### src/rtl/pc_pkg.sv
// Shared operation encoding and priority decode for the PC / return-address-stack unit.
package pc_pkg;

    typedef enum logic [2:0] {
        OP_HOLD,
        OP_LOAD,
        OP_RET,
        OP_CALL,
        OP_BRANCH,
        OP_INC
    } pc_op_t;

    // Fixed priority: stall > enable > ret > call > branch > incPC > hold.
    function automatic pc_op_t pc_decode(input logic stall,
                                         input logic enable,
                                         input logic ret,
                                         input logic call,
                                         input logic branch,
                                         input logic inc_pc);
        pc_op_t op;
        if (stall)       op = OP_HOLD;
        else if (enable) op = OP_LOAD;
        else if (ret)    op = OP_RET;
        else if (call)   op = OP_CALL;
        else if (branch) op = OP_BRANCH;
        else if (inc_pc) op = OP_INC;
        else             op = OP_HOLD;
        return op;
    endfunction

endpackage

### src/rtl/pc_ras_stack.sv
// Circular return-address stack: pushing when full overwrites the oldest entry,
// popping when empty is ignored.
module pc_ras_stack #(
    parameter int unsigned WIDTH = 32,
    parameter int unsigned DEPTH = 4
) (
    input  logic                     clock,
    input  logic                     clear,
    input  logic                     push,
    input  logic                     pop,
    input  logic [WIDTH-1:0]         push_data,
    output logic [WIDTH-1:0]         top_data,
    output logic [$clog2(DEPTH):0]   count,
    output logic                     empty,
    output logic                     full
);

    localparam int unsigned PW = $clog2(DEPTH);
    localparam logic [PW-1:0] PTR_ONE  = 1;
    localparam logic [PW:0]   CNT_ONE  = 1;
    localparam logic [PW:0]   CNT_FULL = (PW+1)'(DEPTH);

    logic [WIDTH-1:0] mem [DEPTH];
    logic [PW-1:0]    top_q, top_d;
    logic [PW:0]      count_q, count_d;

    assign empty    = (count_q == '0);
    assign full     = (count_q == CNT_FULL);
    assign count    = count_q;
    assign top_data = mem[top_q];

    always_comb begin
        top_d   = top_q;
        count_d = count_q;
        if (push) begin
            // The pointer wraps, so a push when full lands on the oldest slot.
            top_d = top_q + PTR_ONE;
            if (!full) count_d = count_q + CNT_ONE;
        end else if (pop && !empty) begin
            top_d   = top_q - PTR_ONE;
            count_d = count_q - CNT_ONE;
        end
    end

    always_ff @(posedge clock or negedge clear) begin
        if (!clear) begin
            top_q   <= '1;
            count_q <= '0;
        end else begin
            top_q   <= top_d;
            count_q <= count_d;
        end
    end

    // Storage needs no reset; only the pointer and count define validity.
    always_ff @(posedge clock) begin
        if (push) mem[top_d] <= push_data;
    end

endmodule

### src/rtl/pc_ras_unit.sv
// Program counter with absolute load, relative branch, stepped increment and a
// call/return address stack with sticky overflow/underflow flags.
module pc_ras_unit
    import pc_pkg::*;
#(
    parameter int unsigned      WIDTH     = 32,
    parameter logic [WIDTH-1:0] RESET_VAL = '0,
    parameter int unsigned      STEP      = 1,
    parameter int unsigned      RAS_DEPTH = 4
) (
    input  logic                           clock,
    input  logic                           clear,
    input  logic                           stall,
    input  logic                           enable,
    input  logic                           ret,
    input  logic                           call,
    input  logic                           branch,
    input  logic                           incPC,
    input  logic                           err_clr,
    input  logic [WIDTH-1:0]               BusMuxOut,
    output logic [WIDTH-1:0]               BusMuxIn,
    output logic [$clog2(RAS_DEPTH):0]     ras_count,
    output logic                           ras_empty,
    output logic                           ras_full,
    output logic                           ras_overflow,
    output logic                           ras_underflow
);

    localparam logic [WIDTH-1:0] STEP_W = WIDTH'(STEP);

    pc_op_t           op;
    logic [WIDTH-1:0] pc_q, pc_d;
    logic             ovf_q, ovf_d;
    logic             unf_q, unf_d;
    logic             push, pop;
    logic [WIDTH-1:0] ras_top;

    always_comb begin
        op = pc_decode(stall, enable, ret, call, branch, incPC);
    end

    assign push = (op == OP_CALL);
    assign pop  = (op == OP_RET);

    pc_ras_stack #(
        .WIDTH (WIDTH),
        .DEPTH (RAS_DEPTH)
    ) u_stack (
        .clock     (clock),
        .clear     (clear),
        .push      (push),
        .pop       (pop),
        .push_data (pc_q + STEP_W),
        .top_data  (ras_top),
        .count     (ras_count),
        .empty     (ras_empty),
        .full      (ras_full)
    );

    always_comb begin
        pc_d = pc_q;
        unique case (op)
            OP_LOAD:   pc_d = BusMuxOut;
            OP_RET:    pc_d = ras_empty ? pc_q : ras_top;
            OP_CALL:   pc_d = BusMuxOut;
            OP_BRANCH: pc_d = pc_q + BusMuxOut;
            OP_INC:    pc_d = pc_q + STEP_W;
            default:   pc_d = pc_q;
        endcase
    end

    // Clear first, so a same-cycle error event still leaves its flag set.
    always_comb begin
        ovf_d = ovf_q;
        unf_d = unf_q;
        if (err_clr && !stall) begin
            ovf_d = 1'b0;
            unf_d = 1'b0;
        end
        if (op == OP_CALL && ras_full)  ovf_d = 1'b1;
        if (op == OP_RET  && ras_empty) unf_d = 1'b1;
    end

    always_ff @(posedge clock or negedge clear) begin
        if (!clear) begin
            pc_q  <= RESET_VAL;
            ovf_q <= 1'b0;
            unf_q <= 1'b0;
        end else begin
            pc_q  <= pc_d;
            ovf_q <= ovf_d;
            unf_q <= unf_d;
        end
    end

    assign BusMuxIn      = pc_q;
    assign ras_overflow  = ovf_q;
    assign ras_underflow = unf_q;

endmodule

### config.mk
export PLATFORM = sky130hd
export DESIGN_NAME = pc_ras_unit
export DESIGN_NICKNAME = d
export VERILOG_FILES = /design/src/rtl/pc_pkg.sv /design/src/rtl/pc_ras_stack.sv /design/src/rtl/pc_ras_unit.sv
export SDC_FILE = /design/constraint.sdc
export NUM_CORES = 1
export LEC_CHECK = 0
export ABC_AREA = 0
export BUFFER_PORTS_ARGS = -buffer_cell sky130_fd_sc_hd__buf_2
export CAP_MARGIN = 20
export CORE_UTILIZATION = 50
export CTS_CLUSTER_SIZE = 14
export DETAILED_ROUTE_END_ITERATION = 6
export PLACE_DENSITY = 0.77
export SYNTH_ARGS = -nofsm -noshare
export SYNTH_HDL_FRONTEND = slang
export SYNTH_HIERARCHICAL = 1
export SYNTH_SLANG_ARGS = --single-unit
### constraint.sdc
create_clock -name clock -period 4.1 [get_ports clock]
set_clock_uncertainty 0.1 [all_clocks]
set_input_delay 0 -clock clock [delete_from_list [all_inputs] [get_ports clock]]
set_output_delay 0 -clock clock [all_outputs]
set_load 0.03 [all_outputs]
Word level (Yosys, flattened, before mapping)
Memory sizes are Yosys's and may differ from the RTL's.
Cells that the tools add are included.
{ "op_classes": {"addsub": 6, "eq_ne": 8, "n_mux": 18, "reduce_logical": 14} }
{ "ops": {"columns": ["cell", "count"], "rows": [
  ["32-bit case mux with 4 select lines", 1],
  ["32-bit by 1-bit adder with 32-bit output (second input constant)", 1],
  ["32-bit adder", 1],
  ["32-bit two-way mux", 1],
  ["3-bit two-way mux", 9],
  ["3-bit == test (second input constant)", 3],
  ["3-bit by 2-bit == test with 1-bit output (second input constant)", 2],
  ["2-bit nonzero test", 3],
  ["1-bit two-way mux", 5],
  ["1-bit logical AND", 4],
  ["2-bit two-way mux", 2],
  ["2-bit != test (second input constant)", 2],
  ["2-bit AND reduction", 2],
  ["4-bit nonzero test", 1],
  ["3-bit by 1-bit adder with 3-bit output (second input constant)", 1],
  ["3-bit by 1-bit == test with 1-bit output (second input constant)", 1],
  ["3-bit zero test", 1],
  ["3-bit by 1-bit subtractor with 3-bit output (second input constant)", 1],
  ["2-bit by 1-bit adder with 2-bit output (second input constant)", 1],
  ["1-bit zero test", 2],
  ["2-bit OR reduction", 1],
  ["2-bit by 1-bit subtractor with 2-bit output (second input constant)", 1]
]} }
{ "totals": {"ff_bits": 39, "ramBits": 128, "in_bits": 41, "output_inout_bits": 39, "elab_cells": 52, "memories": 1} }
{ "mem_list": {"columns": ["name", "depth", "word_bits", "rd", "rd_ports_with_merged_regs", "write_ports", "line", "source"], "rows": [
  ["u_stack.mem", 4, 32, 1, 0, 1, "pc_ras_stack.sv:23", "logic [WIDTH-1:0] mem [DEPTH];"]
]} }

Longest topological paths before layout
{ "logic_depth": {"ltp_word": 10, "depth_mapped": 11} }

Hierarchy
Netlist, hierarchy kept.
{ "by_module_without_submodules": {"columns": ["mod", "n_inst", "cells_per_inst", "area_per_inst_um2", "seq_area_each_um2"], "rows": [
  ["pc_ras_stack", 1, 206, 4971.0, 3971.3],
  ["pc_ras_unit", 1, 587, 4551.9, 850.8]
]} }

Worst setup path before layout
Ideal clock, no wire load.
{ "synth_timing": {"kind": "in2reg", "start": "input ret", "end": "memory u_stack.mem[1][0], enable pin", "setup_ps": 461, "arrival_ps": 2969, "required_time_ps": 3539, "path_slack_ps": 570, "stages": 5, "path_cell_list": "nor3_1 -> and2_1 -> buf_2 -> inv_1 -> nor3_1"} }
{ "synth_between": {"word_cells_on_any_way": 10, "classes_between": "eq/ne: 2; mux: 7; reduce/logical: 1"} }
{ "synth_lines": {"columns": ["element", "line", "source"], "rows": [
  ["from (decl)", "pc_ras_unit.sv:15", "input logic ret,"],
  ["3-bit two-way mux (*)", "pc_pkg.sv:23", "else if (ret) op = OP_RET;"],
  ["3-bit two-way mux (*)", "pc_pkg.sv:22", "else if (enable) op = OP_LOAD;"],
  ["3-bit two-way mux (*)", "pc_pkg.sv:21", "if (stall) op = OP_HOLD;"],
  ["3-bit by 2-bit == test with 1-bit output (*)", "pc_ras_unit.sv:42", "assign push = (op == OP_CALL);"],
  ["named net push", "pc_ras_unit.sv:35", "logic push, pop;"],
  ["1-bit two-way mux", "pc_ras_stack.sv:57", "if (push) mem[top_d] <= push_data;"],
  ["1-bit two-way mux (not written as such)", "pc_ras_stack.sv:57", null],
  ["to (decl)", "pc_ras_stack.sv:23", null]
]} }
The timed path passes the listed nets; every way through them passes the cells marked *.

Worst setup path after layout
{ "layout_timing": {"start": "register pc_q[0] (netlist: BusMuxIn[0])", "end": "register pc_q[30] (netlist: BusMuxIn[30])"} }
{ "layout_between": {"elab_chain_len": 2, "word_cells_on_any_way": 3, "classes_between": "add/sub: 2; mux: 1"} }
{ "layout_lines": {"columns": ["element", "line", "source"], "rows": [
  ["from (decl)", "pc_ras_unit.sv:32", "logic [WIDTH-1:0] pc_q, pc_d;"],
  ["from (signal assigned)", "pc_ras_unit.sv:90", "pc_q <= pc_d;"],
  ["32-bit by 1-bit adder with 32-bit output / 32-bit adder (equally long branches)", "pc_ras_unit.sv:67, pc_ras_unit.sv:66", null],
  ["32-bit case mux with 4 select lines (*)", "pc_ras_unit.sv:62", "unique case (op)"]
]} }
Every way passes the cells marked *; elsewhere a longest branch is shown, timed or not.
A chain may end at the register's enable or synchronous reset.

==> results.yml <==
logic_synthesis:
  syn_nets: 868
  syn_inst: 793
  synthFlopType: "edfxtp_1"
  synthArstFlopShare_pct: 23.4
  synth_edf_count: 128
  yosysUniqueCellTypes: 78
  synth.area.mux_share_pct: 9.75
  synth_compound_area_share_pct: 14.9
  synth_xor_area_share_pct: 5.14
  yosys.area_share.simple_pct: 11.6
  synth_area_per_cell_um2: 12.0
  synth_top_family_by_area: "compound AO/OA/AOI/OAI gates"
  syn-cell-area_mm2: 0.00952
  yosys_warnings: 6
  yosysSeqAreaShare_pct: 50.6
  ys_ff_latch: 167
  synth-adder-area-share_pct: 4.62
power:
  combinationalPowerShare_pct: 38.7
  p_int_mw: 4.13
  p_sw_mw: 2.52
  p_per_area_mw_per_mm2: 601
  switching_share_pct: 37.8
  ir_drop_mv: 0.382
  seqPwrFrac_pct: 36.3
  power_leakage_nw: 4.15
  clock_power_share_pct: 25.0
floorplan:
  num_rows: 50
  initial_core_util_pct: 50.9
  die_w_um: 140
  die_h_um: 140
  core_area_mm2: 0.0187
  num_io_pins: 80
  dieArea_mm2: 0.0196
cells_and_area:
  syn_to_final_growth_pct: 16.1
  diodes: 0
  final_common_cell: "edfxtp_1"
  nets: 973
  fin_cells: 1145
  fillCellCount: 1448
  multi_input_area_mm2: 0.00442
  seq_area_mm2: 0.00482
  drive_above_1_share_pct: 22.0
  final_cell_mix: "128 x edfxtp_1, 79 x buf_2, 58 x nand2_1"
drt:
  drc: 0
  dr.pass1.iters: 5
  ant_nets: 0
  vias: 7348
  first_iter_violations: 915
  drt_wl_total_mm: 26.0
  post_drt_wl_per_cell_um: 22.7
  viasPerCell: 6.42
global_route:
  grt_pass1_vias: 7334
  antenna_found_initial: 0
  grt_pass1_wl_mm: 40.6
  grt_remaining_overflow: 0
  grt_max_degree: 40
  grt.total_usage_pct: 27.6
cts:
  path_clk_slew_ns: 0.07
  htreeDepth: 4
  root_buffer: "clkbuf_16"
  cts_resized: 0
  clock_latency_ns: 0.43
  numClockSinks: 167
  cts_buffer_depth: 2
  cts_made_buffers: 17
  cts_tree: "yes"
outcome:
  status: "finished, violations left"
  violations: "negative hold slack"
timing:
  worst_pin_slew_ns: 1.10
  finalSetupTns_ns: 0
  grt_setup_unrepaired: "false"
  min_period_over_period_pct: 75.3
  hold_violations: 16
  relSlewSlack_pct: 26.5
  hold_ws_ns: -0.0225
  setup_violations: 0
  final_max_slew_viol_count: 0
  fmax_ghz: 0.324
  min_period_ns: 3.09
worst_setup_path:
  r2r_cells: 11
  start_kind: "flop"
  worstPathArrival_ns: 3.35
  path_max_fanout: 8
  cp.required_ns: 4.36
  critical_path_class: "flop to flop"
  endpoint_kind: "flop"
place:
  numPortBuffers: 79
  place_inst: 1081
  hpwl_mm: 17.0
  gp_congestion: 0.962
hold_path:
  hp-class: "input port to asynchronous set/reset pin"
flow_run:
  max-cap-violations: 0
## cells by family (layout without fill, tap and decap cells)
family,Yosys count,after routing
buffers and inverters,59,177
xor gates and xnor gates,55,55
muxes,52,52
and+or+nand+nor,215,215
AOI/OAI and AO/OA,211,211
adders and majority gates,34,34
DFF,167,167
## worst paths after layout
kind                              start          endpoint  slack [ns]
max                         BusMuxIn[0]      BusMuxIn[30]        1.01
max in group asynchronous         clear      BusMuxIn[19]        3.38
min                               clear     ras_underflow       -0.02
min in group clock                stall  u_stack/top_q[0]        0.02
max reg2reg                 BusMuxIn[0]      BusMuxIn[30]        1.01
min reg2reg                ras_overflow      ras_overflow        0.43
## state kept, by name (all words and copies together) (netlist names)
name           count
u_stack/mem      128
BusMuxIn          32
u_stack/count      3
u_stack/top_q      2
ras_overflow       1
ras_underflow      1
## repair_timing
action / in CTS / in global routing
setup buffers: 0 / 0
endpoints found under the hold margin: 67 / 0
hold buffers: 31 / 0
## metal layers
metal	vias to the layer above	global-route usage (%)	wire length, µm
li1	3278	-	-
met1	3598	37.3	10600
met2	410	44.2	12500
met3	62	4.34	2110
met4	0	12.6	721
met5	-	0	0
## power groups by stage
stage / clock network (mW) / registers, mW / logic, mW
4_1_cts: 1.67 / 2.40 / 2.55
6_report: 1.67 / 2.41 / 2.57
2_1_floorplan: 0 / 2.53 / 1.78
5_1_grt: 1.73 / 2.44 / 2.78
3_5_place_dp: 0 / 2.44 / 2.51
3_3_place_gp: 0 / 2.43 / 2.48
## area by class of cell
type | count | area share (%)
Clock inverter | 14 | 1.55
Timing Repair Buffer | 127 | 7.76
Clock buffer | 18 | 3.88
Multi-Input combinational cell | 567 | 39.9
Tap cell | 234 | 2.65
Sequential cell | 167 | 43.6
Inverter | 18 | 0.611
## critical path, stage by stage (launching register included)
cell      delay (ns)
dfrtp_1         0.49
ha_1            0.26
inv_1           0.06
fa_1            0.37
nor2b_1         0.19
o31a_1          0.24
o211ai_2        0.21
o32a_1          0.39
o211ai_2        0.23
a41oi_1         0.18
xor2_1          0.17
o21ai_1         0.11
## synth_stat cells, types with 3 or more instances
library cell  count  area share [%]
o31ai_1           4            0.32
and3_1            5            0.33
and4_1            4            0.37
buf_6             3            0.35
ha_1             32             4.2
o21bai_1          6            0.47
nor4_1            4            0.26
a31oi_1           8            0.53
nor2_2            3            0.20
dfrtp_1          37             9.7
o21ai_0          43             2.3
a22oi_1           4            0.32
o211ai_1         11            0.87
a211o_1           3            0.28
buf_2            16            0.84
edfxtp_1        128              40
a21o_1           24             1.9
or2_2             4            0.26
or3_1             6            0.39
xnor2_1          34             3.1
xor2_1           20             1.8
o21a_1            3            0.24
a221oi_1          3            0.28
mux2_2            6            0.71
nor2b_1           5            0.33
mux2i_1          14             1.5
o221ai_1          6            0.55
a21oi_1          52             2.7
a41oi_1           3            0.28
nand2_1          58             2.3
o311a_1           3            0.32
a211oi_1         10            0.79
mux4_2           32             7.6
nor2_1           44             1.7
and2_1            4            0.26
nand3_1          23             1.2
inv_1            18            0.71
clkbuf_1         18            0.71
nand2b_1          6            0.39
nand4_1          15            0.99
o211ai_2          3            0.39
nor3_1           19             1.0
## per-stage QoR
stage	hold slack, ns	setup slack (ns)	instance area (µm²)	util [%]	total power [mW]
final	-0.0225	1.01	11100	59.1	6.65
after global routing	0.0295	0.846	11100	59.1	6.95
after CTS	0.00315	1.06	11000	59.0	6.62
after detailed placement	0.146	1.08	10100	54.1	4.94
after global placement	0.156	1.18	10100	54.1	4.91
after floorplan	-0.396	0.570	9520	-	4.30
Note: power is estimated with default switching activity, not from simulation.
